File: config.mk
export PLATFORM = sky130hd
export DESIGN_NAME = alu_wide_seq
export DESIGN_NICKNAME = d
export VERILOG_FILES = /design/src/rtl/alu_wide_seq_pkg.sv /design/src/rtl/alu_wide_seq.sv
export SDC_FILE = /design/constraint.sdc
export NUM_CORES = 1
export LEC_CHECK = 0
export BUFFER_PORTS_ARGS = -buffer_cell sky130_fd_sc_hd__buf_2
export CORE_UTILIZATION = 25
export DETAILED_ROUTE_END_ITERATION = 10
export GPL_ROUTABILITY_DRIVEN = 0
export HOLD_SLACK_MARGIN = 0.1
export PLACE_DENSITY = 0.54
export SETUP_SLACK_MARGIN = 0.05
export SLEW_MARGIN = 10
export SYNTH_ARGS = -nofsm -noshare
export SYNTH_HDL_FRONTEND = slang
export SYNTH_SLANG_ARGS = --single-unit
File: constraint.sdc
create_clock -name i_clk -period 2.9 [get_ports i_clk]
set_input_delay 0.58 -clock i_clk [delete_from_list [all_inputs] [get_ports i_clk]]
set_output_delay 0.58 -clock i_clk [all_outputs]
set_load 0.05 [all_outputs]
File: src/rtl/alu_wide_seq_pkg.sv
// Shared definitions for the wide-word ALU sequencer.
// ALU opcode/function constants plus the wide-op and FSM enums.
package alu_wide_seq_pkg;

    localparam logic [2:0] opADD   = 3'd0;
    localparam logic [2:0] opSUB   = 3'd1;
    localparam logic [2:0] opAND   = 3'd2;
    localparam logic [2:0] opSEL   = 3'd3;
    // O-type ops fall into the ALU default branch and are chosen by FUNC
    localparam logic [2:0] opOTYPE = 3'd7;

    localparam logic [2:0] fnSHIFTL_O = 3'd1;
    localparam logic [2:0] fnSHIFTR_O = 3'd2;

    typedef enum logic [1:0] {
        WADD = 2'd0,
        WSUB = 2'd1,
        WSHL = 2'd2,
        WSHR = 2'd3
    } wop_e;

    typedef enum logic [1:0] {
        S_IDLE = 2'd0,
        S_RUN  = 2'd1,
        S_DONE = 2'd2
    } state_e;

endpackage

File: src/rtl/alu_wide_seq.sv
// N-byte add/sub/shift sequencer over the shared 8-bit ALU.
// One byte per cycle, carry chained through a register between bytes.
module alu_wide_seq
    import alu_wide_seq_pkg::*;
#(
    parameter int NBYTES = 4
) (
    input  logic                i_clk,
    input  logic                i_rst_n,
    input  logic                i_start,
    input  logic [1:0]          i_opsel,
    input  logic [8*NBYTES-1:0] i_a,
    input  logic [8*NBYTES-1:0] i_b,
    input  logic                i_cin,
    output logic                o_busy,
    output logic                o_done,
    output logic [8*NBYTES-1:0] o_result,
    output logic                o_cout,
    output logic [7:0]          o_alu_a,
    output logic [7:0]          o_alu_b,
    output logic [2:0]          o_alu_op,
    output logic [2:0]          o_alu_func,
    output logic                o_alu_flag_in,
    output logic                o_alu_ovf_in,
    input  logic [7:0]          i_alu_out,
    input  logic                i_alu_ovf_out
);

    localparam int W  = 8 * NBYTES;
    localparam int IW = $clog2(NBYTES);

    state_e          r_state;
    state_e          w_next;
    wop_e            r_op;
    logic [IW-1:0]   r_idx;
    logic [W-1:0]    r_a;
    logic [W-1:0]    r_b;
    logic [W-1:0]    r_result;
    logic            r_carry;
    logic            r_cout;
    logic            r_busy;
    logic            r_done;
    logic            w_accept;
    logic            w_last;
    logic [IW-1:0]   w_lane;
    logic [7:0]      w_abyte;
    logic [7:0]      w_bbyte;

    assign w_accept = (r_state == S_IDLE) && i_start;
    assign w_last   = (r_idx == IW'(NBYTES - 1));

    // Right shifts walk MSB first so the fill bit enters at the top
    always_comb begin
        w_lane  = (r_op == WSHR) ? IW'(NBYTES - 1) - r_idx : r_idx;
        w_abyte = 8'(r_a >> {w_lane, 3'b000});
        w_bbyte = 8'(r_b >> {w_lane, 3'b000});
    end

    // Next-state logic for IDLE -> RUN (NBYTES cycles) -> DONE
    always_comb begin
        w_next = r_state;
        case (r_state)
            S_IDLE:  if (i_start) w_next = S_RUN;
            S_RUN:   if (w_last)  w_next = S_DONE;
            S_DONE:  w_next = S_IDLE;
            default: w_next = S_IDLE;
        endcase
    end

    // State register with registered BUSY/DONE taken from next state
    always_ff @(posedge i_clk or negedge i_rst_n) begin
        if (!i_rst_n) begin
            r_state <= S_IDLE;
            r_busy  <= 1'b0;
            r_done  <= 1'b0;
        end else begin
            r_state <= w_next;
            r_busy  <= (w_next != S_IDLE);
            r_done  <= (w_next == S_DONE);
        end
    end

    // Operand latch on accept, byte write-back and carry chain in RUN
    always_ff @(posedge i_clk or negedge i_rst_n) begin
        if (!i_rst_n) begin
            r_op     <= WADD;
            r_idx    <= '0;
            r_a      <= '0;
            r_b      <= '0;
            r_result <= '0;
            r_carry  <= 1'b0;
            r_cout   <= 1'b0;
        end else if (w_accept) begin
            r_op    <= wop_e'(i_opsel);
            r_a     <= i_a;
            r_b     <= i_b;
            r_idx   <= '0;
            r_carry <= (wop_e'(i_opsel) == WSUB) ? ~i_cin : i_cin;
        end else if (r_state == S_RUN) begin
            for (int k = 0; k < NBYTES; k++) begin
                if (w_lane == IW'(k)) r_result[k*8 +: 8] <= i_alu_out;
            end
            r_carry <= i_alu_ovf_out;
            r_idx   <= w_last ? '0 : r_idx + 1'b1;
            if (w_last) begin
                r_cout <= (r_op == WSUB) ? ~i_alu_ovf_out : i_alu_ovf_out;
            end
        end
    end

    // ALU drive: owned only in RUN, idle-safe constants otherwise
    always_comb begin
        o_alu_a      = '0;
        o_alu_b      = '0;
        o_alu_op     = opADD;
        o_alu_func   = '0;
        o_alu_ovf_in = 1'b0;
        if (r_state == S_RUN) begin
            o_alu_a      = w_abyte;
            o_alu_ovf_in = r_carry;
            case (r_op)
                WADD: o_alu_b = w_bbyte;
                WSUB: o_alu_b = ~w_bbyte;
                WSHL: begin
                    o_alu_op   = opOTYPE;
                    o_alu_func = fnSHIFTL_O;
                end
                WSHR: begin
                    o_alu_op   = opOTYPE;
                    o_alu_func = fnSHIFTR_O;
                end
                default: o_alu_b = w_bbyte;
            endcase
        end
    end

    assign o_alu_flag_in = 1'b0;
    assign o_busy        = r_busy;
    assign o_done        = r_done;
    assign o_result      = r_result;
    assign o_cout        = r_cout;

endmodule
**Yosys cells after proc, flatten, opt, wreduce, memory -nomap -nowiden**

Cells that the tools add are included.

- Flip-flop bits (word level): 106
- Input port bits: 79
- Output and inout bits: 59
- Word-level logic and storage cells: 62

- Add/sub/neg operators: 2
- Eq/ne operators: 10
- Shift-type cells: 2
- Muxes and demuxes: 19
- Bitwise gates (word level): 4
- Reductions and logical operators: 12

Operators by type and width:

| cell | number |
|---|---|
| 32-bit by 5-bit right shift with 8-bit output | 2 |
| 8-bit 2-to-1 mux | 2 |
| 8-bit case mux with 2 select lines | 1 |
| 3-bit AND reduction | 5 |
| 2-bit 2-to-1 mux | 7 |
| 2-bit == test, second input constant | 6 |
| 2-bit by 1-bit == test with 1-bit output, second input constant | 4 |
| 8-bit inverter | 1 |
| 2-bit case mux with 2 select lines | 2 |
| 2-bit zero test | 3 |
| 3-bit 2-to-1 mux | 2 |
| 1-bit 2-to-1 mux | 5 |
| 2-bit nonzero test | 2 |
| 1-bit inverter | 3 |
| 2-bit by 1-bit adder with 2-bit output, second input constant | 1 |
| 2-bit OR reduction | 1 |
| 2-bit subtractor, first input constant | 1 |
| 1-bit logical AND | 1 |

**Logic depth before layout (Yosys ltp)**

Gate-level depths: netlist of run 1.

- Word-level depth: 6
- Mapped depth: 7
- Depth with buffers taken out: 4

**Worst setup path before layout of run 1**

No wires, ideal clock.

- Kind: register to output
- Start point: register r_idx[0]
- End point: output port o_alu_b[5]
- Data arrival time: 2.147 ns
- Data required time: 2.320 ns
- Slack: 0.173 ns
- Stages on the path, launching flop included: 7
- Buffers on the path: 3
- Cell sequence: dfrtp_1 > buf_6 > buf_6 > buf_4 > mux2i_1 > a221oi_1 > mux2i_1

- Cells in the longest elaborated chain, start to end: 6

Ends and longest elaborated chain:

| element | line | text |
|---|---|---|
| from (decl) | alu_wide_seq.sv:35 | `logic [IW-1:0] r_idx;` |
| from (signal assigned) | alu_wide_seq.sv:104 | `r_idx <= w_last ? '0 : r_idx + 1'b1;` |
| 2-bit subtractor | alu_wide_seq.sv:54 | `w_lane = (r_op == WSHR) ? IW'(NBYTES - 1) - r_idx : r_idx;` |
| 2-bit 2-to-1 mux (*) | alu_wide_seq.sv:54 |  |
| 32-bit by 5-bit right shift with 8-bit output (*) | alu_wide_seq.sv:56 | `w_bbyte = 8'(r_b >> {w_lane, 3'b000});` |
| 8-bit inverter | alu_wide_seq.sv:123 | `WSUB: o_alu_b = ~w_bbyte;` |
| 8-bit case mux with 2 select lines (*) | alu_wide_seq.sv:121 | `case (r_op)` |
| 8-bit 2-to-1 mux (*) | alu_wide_seq.sv:118 | `if (r_state == S_RUN) begin` |
| to (decl) | alu_wide_seq.sv:20 | `output logic [7:0] o_alu_b,` |

Every way passes the cells marked *; elsewhere a longest branch is shown, timed or not.

**Worst setup path after layout of run 1**

- Start point: register r_op[0]
- End point: output port o_alu_b[3]

- Cells in the longest elaborated chain, start to end: 6
- Elaborated cells between the ends (all ways): 8
- Those cells by class: eq/ne (2); shift (1); mux (3); bitwise (1); reduce/logical (1)

Ends and longest elaborated chain:

| element | line | text |
|---|---|---|
| from (decl) | alu_wide_seq.sv:34 | `wop_e r_op;` |
| from (signal assigned) | alu_wide_seq.sv:94 | `r_op <= wop_e'(i_opsel);` |
| 2-bit == test | alu_wide_seq.sv:54 |  |
| 2-bit 2-to-1 mux | alu_wide_seq.sv:54 |  |
| 32-bit by 5-bit right shift with 8-bit output | alu_wide_seq.sv:56 |  |
| 8-bit inverter | alu_wide_seq.sv:123 |  |
| 8-bit case mux with 2 select lines (*) | alu_wide_seq.sv:121 |  |
| 8-bit 2-to-1 mux (*) | alu_wide_seq.sv:118 |  |

Marked as above.

==> results by group, run 1 <==
Die
  • Die Wd: around 150 um
  • Row count: 52
  • Core box area: 20400 um^2
  • Die area: 21400 um^2
  • Initial core utilization: 0.256
  • # IOs: 138
  • Die H: ~150 um

Place
  • Port buffer count: 135
  • Placed instance count: 897
  • Post-DP HPWL: 9.75 mm

Synth
  • Warnings, synthesis: 0
  • Netlist Area Pre-Place: 5210 um^2
  • Netlist cell types: 34
  • Adder-cell area share of the yosys netlist: 0.00240
  • Simple logic cell fraction of the synthesized area: 0.189
  • Cell count after synthesis: 516
  • Syn_area_per_cell: 10.1 um^2
  • Synth Area in XOR/XNOR: 0.00336
  • Post-synthesis mux area share: 0.196
  • Compound-Gate Fraction of Synth Area: 0.0588
  • Largest family of logic cells by synthesized area: multiplexers
  • FF+latch count, synth: 106
  • Register area share after synthesis: 0.509

Global route
  • Pin count of the biggest net entering global routing: between 50 and 60
  • Total track usage: 0.133
  • Antenna violations before repair: 0
  • Vias in the first global route: 4000
  • First-pass GRT wire length: roughly 22 mm
  • Total gr overflow: 0

Drt
  • TritonRoute pass-1 iters: 4
  • First DRT Iteration DRCs: 135
  • DRC viols: 0
  • WL final: 13.7 mm
  • DR vias/cell: 4.37
  • Vias: around 4000
  • Number of nets with antenna violations after routing: 0
  • DR WL/cell: 15.0 um

Critical path
  • CP Capture Type: output pin
  • CP Max Fanout: 10
  • Bufs and invs on worst path: 1
  • Startpoint Class: register
  • CP arrival: 2.15 ns
  • Slowest stage delay, CP: 0.49 ns
  • CP cell instances: nand2_1 > and2_2 > a221oi_1 > mux2i_1 > clkbuf_4
  • Critical Path RT: between 2 and 2.5 ns
  • CP delay by family, top: flip-flops
  • Slowest-stage cell, CP: dfrtp_2
  • Crit Path Class: reg2out

Timing
  • Final Hold Fails: 0
  • Final period utilization: 0.942
  • Hold WS: 0.217 ns
  • Max-slew violations: 0
  • Setup-failing EPs final: 0
  • Fin Clk Skew: approximately 0.0047 ns
  • Worst-margin pin slew: roughly 0.6 ns
  • Final TNS setup: 0 ns
  • Slew HR: 0.588
  • Maximum clock rate: around 0.37 GHz
  • Post-route minimum period: 2.73 ns
  • RSZ-0062 raised after global routing: false

Finish
  • Nets: 721
  • Antenna Cells: 0
  • Most common cell after layout, fill and taps aside: nand2_1
  • Area Growth Syn to Fin: 24.6%
  • Leading cell types in the layout, fill and taps excluded: 206 x nand2_1, 131 x buf_2, 103 x dfrtp_1
  • Fin cells: 916
  • Share of cells above drive strength 1: 0.359

Flow run
  • Max Cap Viol: 0

Clock network
  • Clock Tree Root: clkbuf_16
  • Number of buffers created by CTS: 9
  • H-tree lvl count: 3
  • Clk slew on worst S/H paths: 0.07 ns
  • Bufs on Longest Clock Path: 2
  • Clk Latency, worst-skew pair: 0.35 ns
  • CTS Sinks: ~110
  • CTS tree: done

Power and ir drop
  • Peak supply drop: 0.000602 V
  • Total power: roughly 9100 uW
  • Leak: 0.00329 uW
  • PwrDens: 1400 nW/um^2

Outcome
  • Status: complete, no violations

Hold path
  • Hold crit path type: in2async
-- stage by stage --
stage               utilization  cell area, um^2  setup slack, ns
floorplan                     -             5220            0.173
global placement          0.301             6130            0.372
detailed placement        0.301             6130            0.307
CTS                       0.316             6430           0.0732
global route              0.319             6500           0.0301
finish                    0.319             6500            0.170
-- power by group --
part / internal [uW] / switching (uW)
logic: 1820 / 3430
registers: 2210 / 492
clock network: 589 / 586
-- synthesized netlist by cell type, drive strengths merged --
master | number | area (um^2)
nor3b | 1 | 7.51
buf | 20 | 154
mux2i | 41 | 423
a21o | 1 | 7.51
nand3 | 3 | 20.0
o21ai | 2 | 10.0
clkbuf | 16 | 60.1
a21bo | 1 | 10.0
a221oi | 16 | 140
nand2b | 2 | 12.5
nand2 | 206 | 773
nand3b | 1 | 11.3
and2 | 7 | 43.8
ha | 1 | 12.5
o31ai | 2 | 15.0
a21oi | 1 | 5.00
nor2 | 13 | 81.3
dfrtp | 106 | 2650
or3b | 1 | 8.76
or3 | 1 | 6.26
nor2b | 3 | 18.8
conb | 1 | 3.75
mux2 | 50 | 601
xnor2 | 2 | 17.5
o22ai | 17 | 113
a31oi | 1 | 6.26
-- cells by family after synthesis --
kind of cell / Yosys count
buf+inv: 36
mux: 91
fa+ha+maj: 1
flops: 106
other cells: 1
compound gates: 41
simple gates: 238
xor+xnor: 2
-- cell type report --
cell class,count,area (um^2)
clock buffers,9,225
clock inverters,7,53.8
fillers,2130,13900
multi-input cells,375,2390
flip-flops and latches,106,2660
well taps,270,338
repair buffers,149,828
-- worst reg2reg max path, delay by kind of cell, from the launching register on --
family	cells	cell delay, ns
buffers and inverters	2	0.51
DFF	1	0.39
muxes	2	0.71
and+or+nand+nor	1	0.42
-- sequential cells by signal, indices dropped and copies added, names as in the netlist --
name,cells
o_result,32
r_a,32
r_b,32
r_idx,2
r_op,2
r_state,2
o_busy,1
o_cout,1
o_done,1
r_carry,1
-- repair_timing --
action	CTS	global route
hold buffers	0	0
pin swaps	0	0
buffers inserted	0	3
endpoints found under the setup margin	12	16
resized for setup	5	7
-- worst paths after layout --
| check | endpoint | depth (start not counted) | slack [ns] | startpoint |
|---|---|---|---|---|
| setup / recovery | o_alu_b[3] | 5 | 0.17 | r_op[0] |
| hold / removal | r_a[5] | 1 | 0.22 | i_rst_n |
| setup reg to reg | o_result[12] | 5 | 0.76 | r_idx[0] |
| hold reg to reg | r_a[9] | 2 | 0.48 | r_a[9] |
| max in group asynchronous | r_b[13] | 2 | 1.95 | i_rst_n |
| min in group i_clk | r_a[8] | 3 | 0.41 | i_a[8] |
-- layer usage --
layer	global-route usage	share of wire	routed length, um	vias up
li1	-	-	-	1972
met1	0.184	0.48	6580	1912
met2	0.209	0.47	6470	105
met3	0.0347	0.042	580	10
met4	0.0286	0.0086	118	0
met5	0	0	0	-
(Power assumes the default switching activity.)
==> run 2: changes to the inputs <==
--- a/config.mk
+++ b/config.mk
@@ -5,14 +5,15 @@
 export SDC_FILE = /design/constraint.sdc
 export NUM_CORES = 1
 export LEC_CHECK = 0
+export ABC_CLOCK_PERIOD_IN_PS = 2900
 export BUFFER_PORTS_ARGS = -buffer_cell sky130_fd_sc_hd__buf_2
 export CORE_UTILIZATION = 25
 export DETAILED_ROUTE_END_ITERATION = 10
 export GPL_ROUTABILITY_DRIVEN = 0
 export HOLD_SLACK_MARGIN = 0.1
-export PLACE_DENSITY = 0.54
+export PLACE_DENSITY = 0.52
 export SETUP_SLACK_MARGIN = 0.05
-export SLEW_MARGIN = 10
+export SLEW_MARGIN = 20
 export SYNTH_ARGS = -nofsm -noshare
 export SYNTH_HDL_FRONTEND = slang
 export SYNTH_SLANG_ARGS = --single-unit
==> run 2 against run 1 <==
Net effect: routed wire length is 1.9% higher; die area unchanged; power increased by 3.1%; maximum frequency shrank 0.39%; via count grew 0.28%; critical endpoint is now o_alu_b[7]; largest cell class unchanged.
==> results by group, run 2 (synthesis gave the netlist of run 1 again) <==
Outcome
  • Status: complete, no violations

Critical path
  • Bufs and invs on worst path: 2 (+1)
  • Crit Path Class: reg2out
  • Worst r2r path cells: 4 (-1)
  • CP Capture Type: output pin
  • Startpoint Class: register
  • Reg2reg setup slack: 0.73 ns (-0.03 ns)
  • CP delay by family, top: multiplexers
  • Slowest stage delay, CP: 0.49 ns (about the same)
  • RR Startpoint: r_idx[1]
  • Slowest-stage cell, CP: dfrtp_2
  • Critical Path RT: 2.32 ns (about the same)
  • End of the worst register-to-register path: o_result[0]
  • CP arrival: 2.16 ns (about the same)
  • CP Max Fanout: 19 (+9)
  • CP cell instances: buf_12 > mux2_2 > o22ai_1 > a221oi_1 > mux2i_1 > clkbuf_4

Drt
  • WL final: 14.0 mm (+1.9%)
  • DR vias/cell: 4.36 (-0.16%)
  • Vias: 4010 (+0.28%)
  • DR WL/cell: 15.2 um (+1.5%)
  • First DRT Iteration DRCs: 198 (+47%)
  • Number of nets with antenna violations after routing: 0 (unchanged)
  • DRC viols: 0 (unchanged)
  • TritonRoute pass-1 iters: 4 (unchanged)

Timing
  • Setup-failing EPs final: 0 (unchanged)
  • Slew HR: 0.464 (-0.124)
  • Worst-margin pin slew: 0.804 ns (+0.187 ns)
  • Max-slew violations: 0 (unchanged)
  • Maximum clock rate: 0.365 GHz (-0.39%)
  • Final TNS setup: 0 ns (unchanged)
  • Final Hold Fails: 0 (unchanged)
  • RSZ-0062 raised after global routing: false
  • Final period utilization: 0.945 (+0.00369)
  • Fin Clk Skew: 0.0109 ns (+0.00623 ns)
  • Post-route minimum period: 2.74 ns (+0.0107 ns)

Die
  • Die area: 21400 um^2 (unchanged)
  • Die Wd: 146 um (unchanged)
  • Initial core utilization: 0.256 (unchanged)
  • Die H: 146 um (unchanged)
  • # IOs: 138 (unchanged)
  • Row count: 52 (unchanged)
  • Core box area: 20400 um^2 (unchanged)

Power and ir drop
  • Total power: 9410 uW (+3.1%)
  • PwrDens: 1430 nW/um^2 (+1.7%)
  • Leak: 0.00334 uW (+1.6%)
  • Peak supply drop: 0.000645 V (+7.0%)

Finish
  • Fillers: 2122 (-0.38%)
  • Leading cell types in the layout, fill and taps excluded: 206 x nand2_1, 128 x buf_2, 103 x dfrtp_1
  • Most common cell after layout, fill and taps aside: nand2_1
  • Share of cells above drive strength 1: 0.357 (-0.00221)
  • Fin cells: 920 (+0.44%)
  • Area Growth Syn to Fin: 26.4%
  • Nets: 725 (+0.55%)
  • Antenna Cells: 0 (unchanged)

Global route
  • Antenna violations before repair: 0 (unchanged)
  • Vias in the first global route: 3945 (-1.4%)
  • First-pass GRT wire length: 22.4 mm (+2.3%)
  • Pin count of the biggest net entering global routing: 73 (+40%)
  • Total track usage: 0.136 (+0.00251)
  • Total gr overflow: 0 (unchanged)

Place
  • Post-DP HPWL: 9.74 mm (-0.16%)
  • Placed instance count: 895 (-0.22%)
  • Port buffer count: 135 (unchanged)

Clock network
  • Bufs on Longest Clock Path: 2 (unchanged)
  • Number of buffers created by CTS: 9 (unchanged)
  • Clk slew on worst S/H paths: 0.07 ns (about the same)
  • H-tree lvl count: 3 (unchanged)
  • Clock Tree Root: clkbuf_16
  • Clk Latency, worst-skew pair: 0.36 ns (about the same)
  • CTS Sinks: 106 (unchanged)
  • CTS tree: done

Flow run
  • Max Cap Viol: 0 (unchanged)

Hold path
  • Hold crit path type: in2async
==> run 2: cell count changes in the layout (fill, tap and decap cells not counted), moves of 2 or more <==
cell and change:
buf_4 +2, inv_6 -2, buf_2 -3, clkinvlp_4 -2, bufinv_16 +2, buf_6 +2
a221oi_2 -3, a221oi_1 +3, clkbuf_4 +2, inv_8 +3
==> run 2: worst max path at each step <==
stage	from	to	slack, ns	depth (start not counted)
after floorplan	r_idx[0]	o_alu_b[5]	0.17	6
after global placement	r_idx[1]	o_alu_b[0]	0.35	5
after detailed placement	r_op[0]	o_alu_b[0]	0.36	5
after CTS	r_op[0]	o_alu_b[7]	0.08	5
after global routing	r_idx[0]	o_alu_b[3]	0.06	6
final	r_idx[0]	o_alu_b[7]	0.16	6
==> run 2: metrics by stage <==
| step | setup WS (ns) | hold slack, ns | cell area, um^2 | util |
|---|---|---|---|---|
| global placement | 0.351 | 0.461 | 6130 | 0.301 |
| CTS | 0.0759 | 0.339 | 6480 | 0.318 |
| finish | 0.159 | 0.301 | 6590 | 0.324 |
| floorplan | 0.173 | 0.284 | 5220 | - |
| detailed placement | 0.363 | 0.464 | 6130 | 0.301 |
| global route | 0.0570 | 0.348 | 6590 | 0.324 |
==> run 2: report_power, final <==
part | internal (uW) | leakage, uW | switching, uW
logic | 1870 | 0.00189 | 3430
clock network | 777 | 0.000162 | 606
registers | 2210 | 0.00129 | 509
total | 4860 | 0.00334 | 4550
==> run 2: metal layers <==
layer	wire length (um)	global-route usage	vias to the layer above
met4	97	0.0234	0
met2	6670	0.222	87
li1	-	-	1993
met5	0	0	-
met3	521	0.0328	10
met1	6720	0.183	1920
==> run 2: final cells by class <==
class	count	area [um^2]	area share
flip-flops and latches	106	2660	0.403
multi-input cells	375	2370	0.360
repair buffers	153	886	0.134
well taps	270	338	0.0513
clock buffers	9	225	0.0342
clock inverters	7	110	0.0167
==> run 2: repair_timing <==
| action | 4_1_cts | 5_1_grt |
|---|---|---|
| hold buffers | 0 | 0 |
| setup buffers | 0 | 9 |
| endpoints found under the setup margin | 9 | 13 |
| resized for setup | 5 | 8 |
==> run 3: changes to the inputs <==
--- a/config.mk
+++ b/config.mk
@@ -7,11 +7,13 @@
 export LEC_CHECK = 0
 export ABC_CLOCK_PERIOD_IN_PS = 2900
 export BUFFER_PORTS_ARGS = -buffer_cell sky130_fd_sc_hd__buf_2
+export CELL_PAD_IN_SITES_DETAIL_PLACEMENT = 1
+export CELL_PAD_IN_SITES_GLOBAL_PLACEMENT = 1
 export CORE_UTILIZATION = 25
 export DETAILED_ROUTE_END_ITERATION = 10
 export GPL_ROUTABILITY_DRIVEN = 0
 export HOLD_SLACK_MARGIN = 0.1
-export PLACE_DENSITY = 0.52
+export PLACE_DENSITY = 0.62
 export SETUP_SLACK_MARGIN = 0.05
 export SLEW_MARGIN = 20
 export SYNTH_ARGS = -nofsm -noshare
==> run 3 against run 2 <==
Net effect: count of clock-buffer cells in the layout unchanged; first-iteration DRC count down 34%; combinational power up 2%; routed wire length up 8.4%; sequential share of layout area about the same; flip-flop and latch count unchanged; design area about the same; sequential power about the same; power about the same; critical path depth down 1; core utilization about the same.
==> results by group, run 3 (synthesis gave the netlist of run 1 again) <==
Critical path
  • Reg2reg setup slack: 0.69 ns (-0.04 ns)
  • CP cell instances: a21bo_1 > o22ai_1 > a221oi_1 > nor2_1 > buf_2
  • Slowest stage delay, CP: 0.49 ns (about the same)
  • RR Startpoint: r_idx[1]
  • End of the worst register-to-register path: o_result[8]
  • CP delay by family, top: compound AO/OA/AOI/OAI gates
  • Bufs and invs on worst path: 1 (-1)
  • CP Capture Type: output pin
  • CP endpoint: o_alu_a[6]
  • Number of cells on the critical path: 5 (-1)
  • Slowest-stage cell, CP: dfrtp_1
  • CP arrival: 2.12 ns (-0.04 ns)
  • Startpoint Class: register
  • CP Launch Point: r_idx[1]
  • Critical Path RT: 2.32 ns (about the same)
  • Worst r2r path cells: 5 (+1)
  • CP Max Fanout: 10 (-9)
  • Crit Path Class: reg2out

Drt
  • TritonRoute pass-1 iters: 4 (unchanged)
  • Number of nets with antenna violations after routing: 0 (unchanged)
  • First DRT Iteration DRCs: 130 (-34%)
  • DR WL/cell: 16.4 um (+8.0%)
  • DRC viols: 0 (unchanged)
  • WL final: 15.2 mm (+8.4%)
  • Vias: 4133 (+3.1%)
  • DR vias/cell: 4.47 (+2.6%)

Global route
  • First-pass GRT wire length: 24.7 mm (+10%)
  • Pin count of the biggest net entering global routing: 58 (-21%)
  • Vias in the first global route: 4562 (+16%)
  • Total track usage: 0.149 (+0.0138)
  • Antenna violations before repair: 1 (+1)
  • Total gr overflow: 0 (unchanged)

Place
  • Post-DP HPWL: 10.8 mm (+11%)
  • Port buffer count: 135 (unchanged)
  • Dpl ws: 0.337 ns (-0.0261 ns)
  • Cell area after placement: 6120 um^2 (-0.20%)

Finish
  • Share of cells above drive strength 1: 0.364 (+0.00755)
  • Fillers: 2359 (+11%)
  • Nets: 728 (+0.41%)
  • Post-route cell area: 6590 um^2 (about the same)
  • Seq. cell area: 2660 um^2 (unchanged)
  • Leading cell types in the layout, fill and taps excluded: 206 x nand2_1, 128 x buf_2, 103 x dfrtp_1
  • Most common cell after layout, fill and taps aside: nand2_1
  • Multi-input logic area: 2400 um^2 (+0.90%)
  • Area Growth Syn to Fin: 26.3% (about the same)

Timing
  • Final Hold Fails: 0 (unchanged)
  • RSZ-0062 raised after global routing: false
  • Worst-margin pin slew: 0.701 ns (-0.104 ns)
  • Fin Clk Skew: 0.0117 ns (+0.000742 ns)
  • Max-slew violations: 0 (unchanged)
  • Final period utilization: 0.932 (-0.0131)
  • Setup WS post-layout: 0.197 ns (+0.0381 ns)
  • Post-route minimum period: 2.70 ns (-0.0381 ns)
  • Maximum clock rate: 0.370 GHz (+1.4%)
  • Slew HR: 0.533 (+0.0691)
  • Final TNS setup: 0 ns (unchanged)
  • Setup-failing EPs final: 0 (unchanged)

Clock network
  • Clock Tree Root: clkbuf_16
  • Clk Latency, worst-skew pair: 0.36 ns (about the same)
  • Number of buffers created by CTS: 9 (unchanged)
  • Clk slew on worst S/H paths: 0.08 ns (about the same)
  • Bufs on Longest Clock Path: 2 (unchanged)
  • Hold-fix buffers, CTS: 0 (unchanged)
  • CTS Sinks: 106 (unchanged)
  • H-tree lvl count: 3 (unchanged)
  • CTS tree: done

Die
  • Initial core utilization: 0.256 (unchanged)
  • Die Wd: 146 um (unchanged)
  • Die area: 21400 um^2 (unchanged)
  • Die H: 146 um (unchanged)
  • Core box area: 20400 um^2 (unchanged)
  • Row count: 52 (unchanged)
  • # IOs: 138 (unchanged)

Outcome
  • Status: complete, no violations

Power and ir drop
  • Leak: 0.00334 uW (about the same)
  • Peak supply drop: 0.000366 V (-43%)
  • PwrDens: 1430 nW/um^2 (about the same)

Hold path
  • Hold crit path type: in2async

Flow run
  • Max Cap Viol: 0 (unchanged)
-- run 3: layout make-up --
cell class | instances | area share
diodes | 1 | 0.000380
repair buffers | 156 | 0.133
clock buffers | 9 | 0.0342
well taps | 270 | 0.0513
flip-flops and latches | 106 | 0.403
multi-input cells | 375 | 0.364
clock inverters | 7 | 0.0142
-- run 3: worst min path at each step --
stage                          to  slack [ns]
after floorplan            o_busy        0.28
after global placement     r_a[7]        0.46
after detailed placement   r_a[9]        0.47
after CTS                 r_a[21]        0.28
after global routing      r_a[21]        0.29
final                     r_a[21]        0.26
-- run 3: report_power, final --
group	internal (uW)	total, uW	switching [uW]
Clock	626	1280	653
Combinational	1890	5410	3510
Sequential	2210	2730	516
-- run 3: through the flow --
stage / hold WS, ns / utilization / total power [uW] / instances
2_1_floorplan: 0.284 / - / 6760 / 517
3_3_place_gp: 0.461 / 0.300 / 7870 / 895
3_5_place_dp: 0.468 / 0.300 / 8000 / 895
4_1_cts: 0.277 / 0.318 / 9390 / 911
5_1_grt: 0.293 / 0.323 / 10100 / 923
6_report: 0.258 / 0.323 / 9410 / 924
-- run 3: timing repair --
item                                    in CTS  in global routing
buffers inserted                             0                 12
gates resized for setup                      9                  6
endpoints found under the setup margin      16                 16
pin swaps                                    0                  1
-- run 3: metal layers --
metal  part of all wire  wire length, um  track usage  vias up
met5                  0                0            0        -
met4              0.021              318       0.0719        0
met3              0.028              422       0.0203       16
met2               0.48             7330        0.246       82
met1               0.47             7120        0.193     2042
li1                   -                -            -     1993
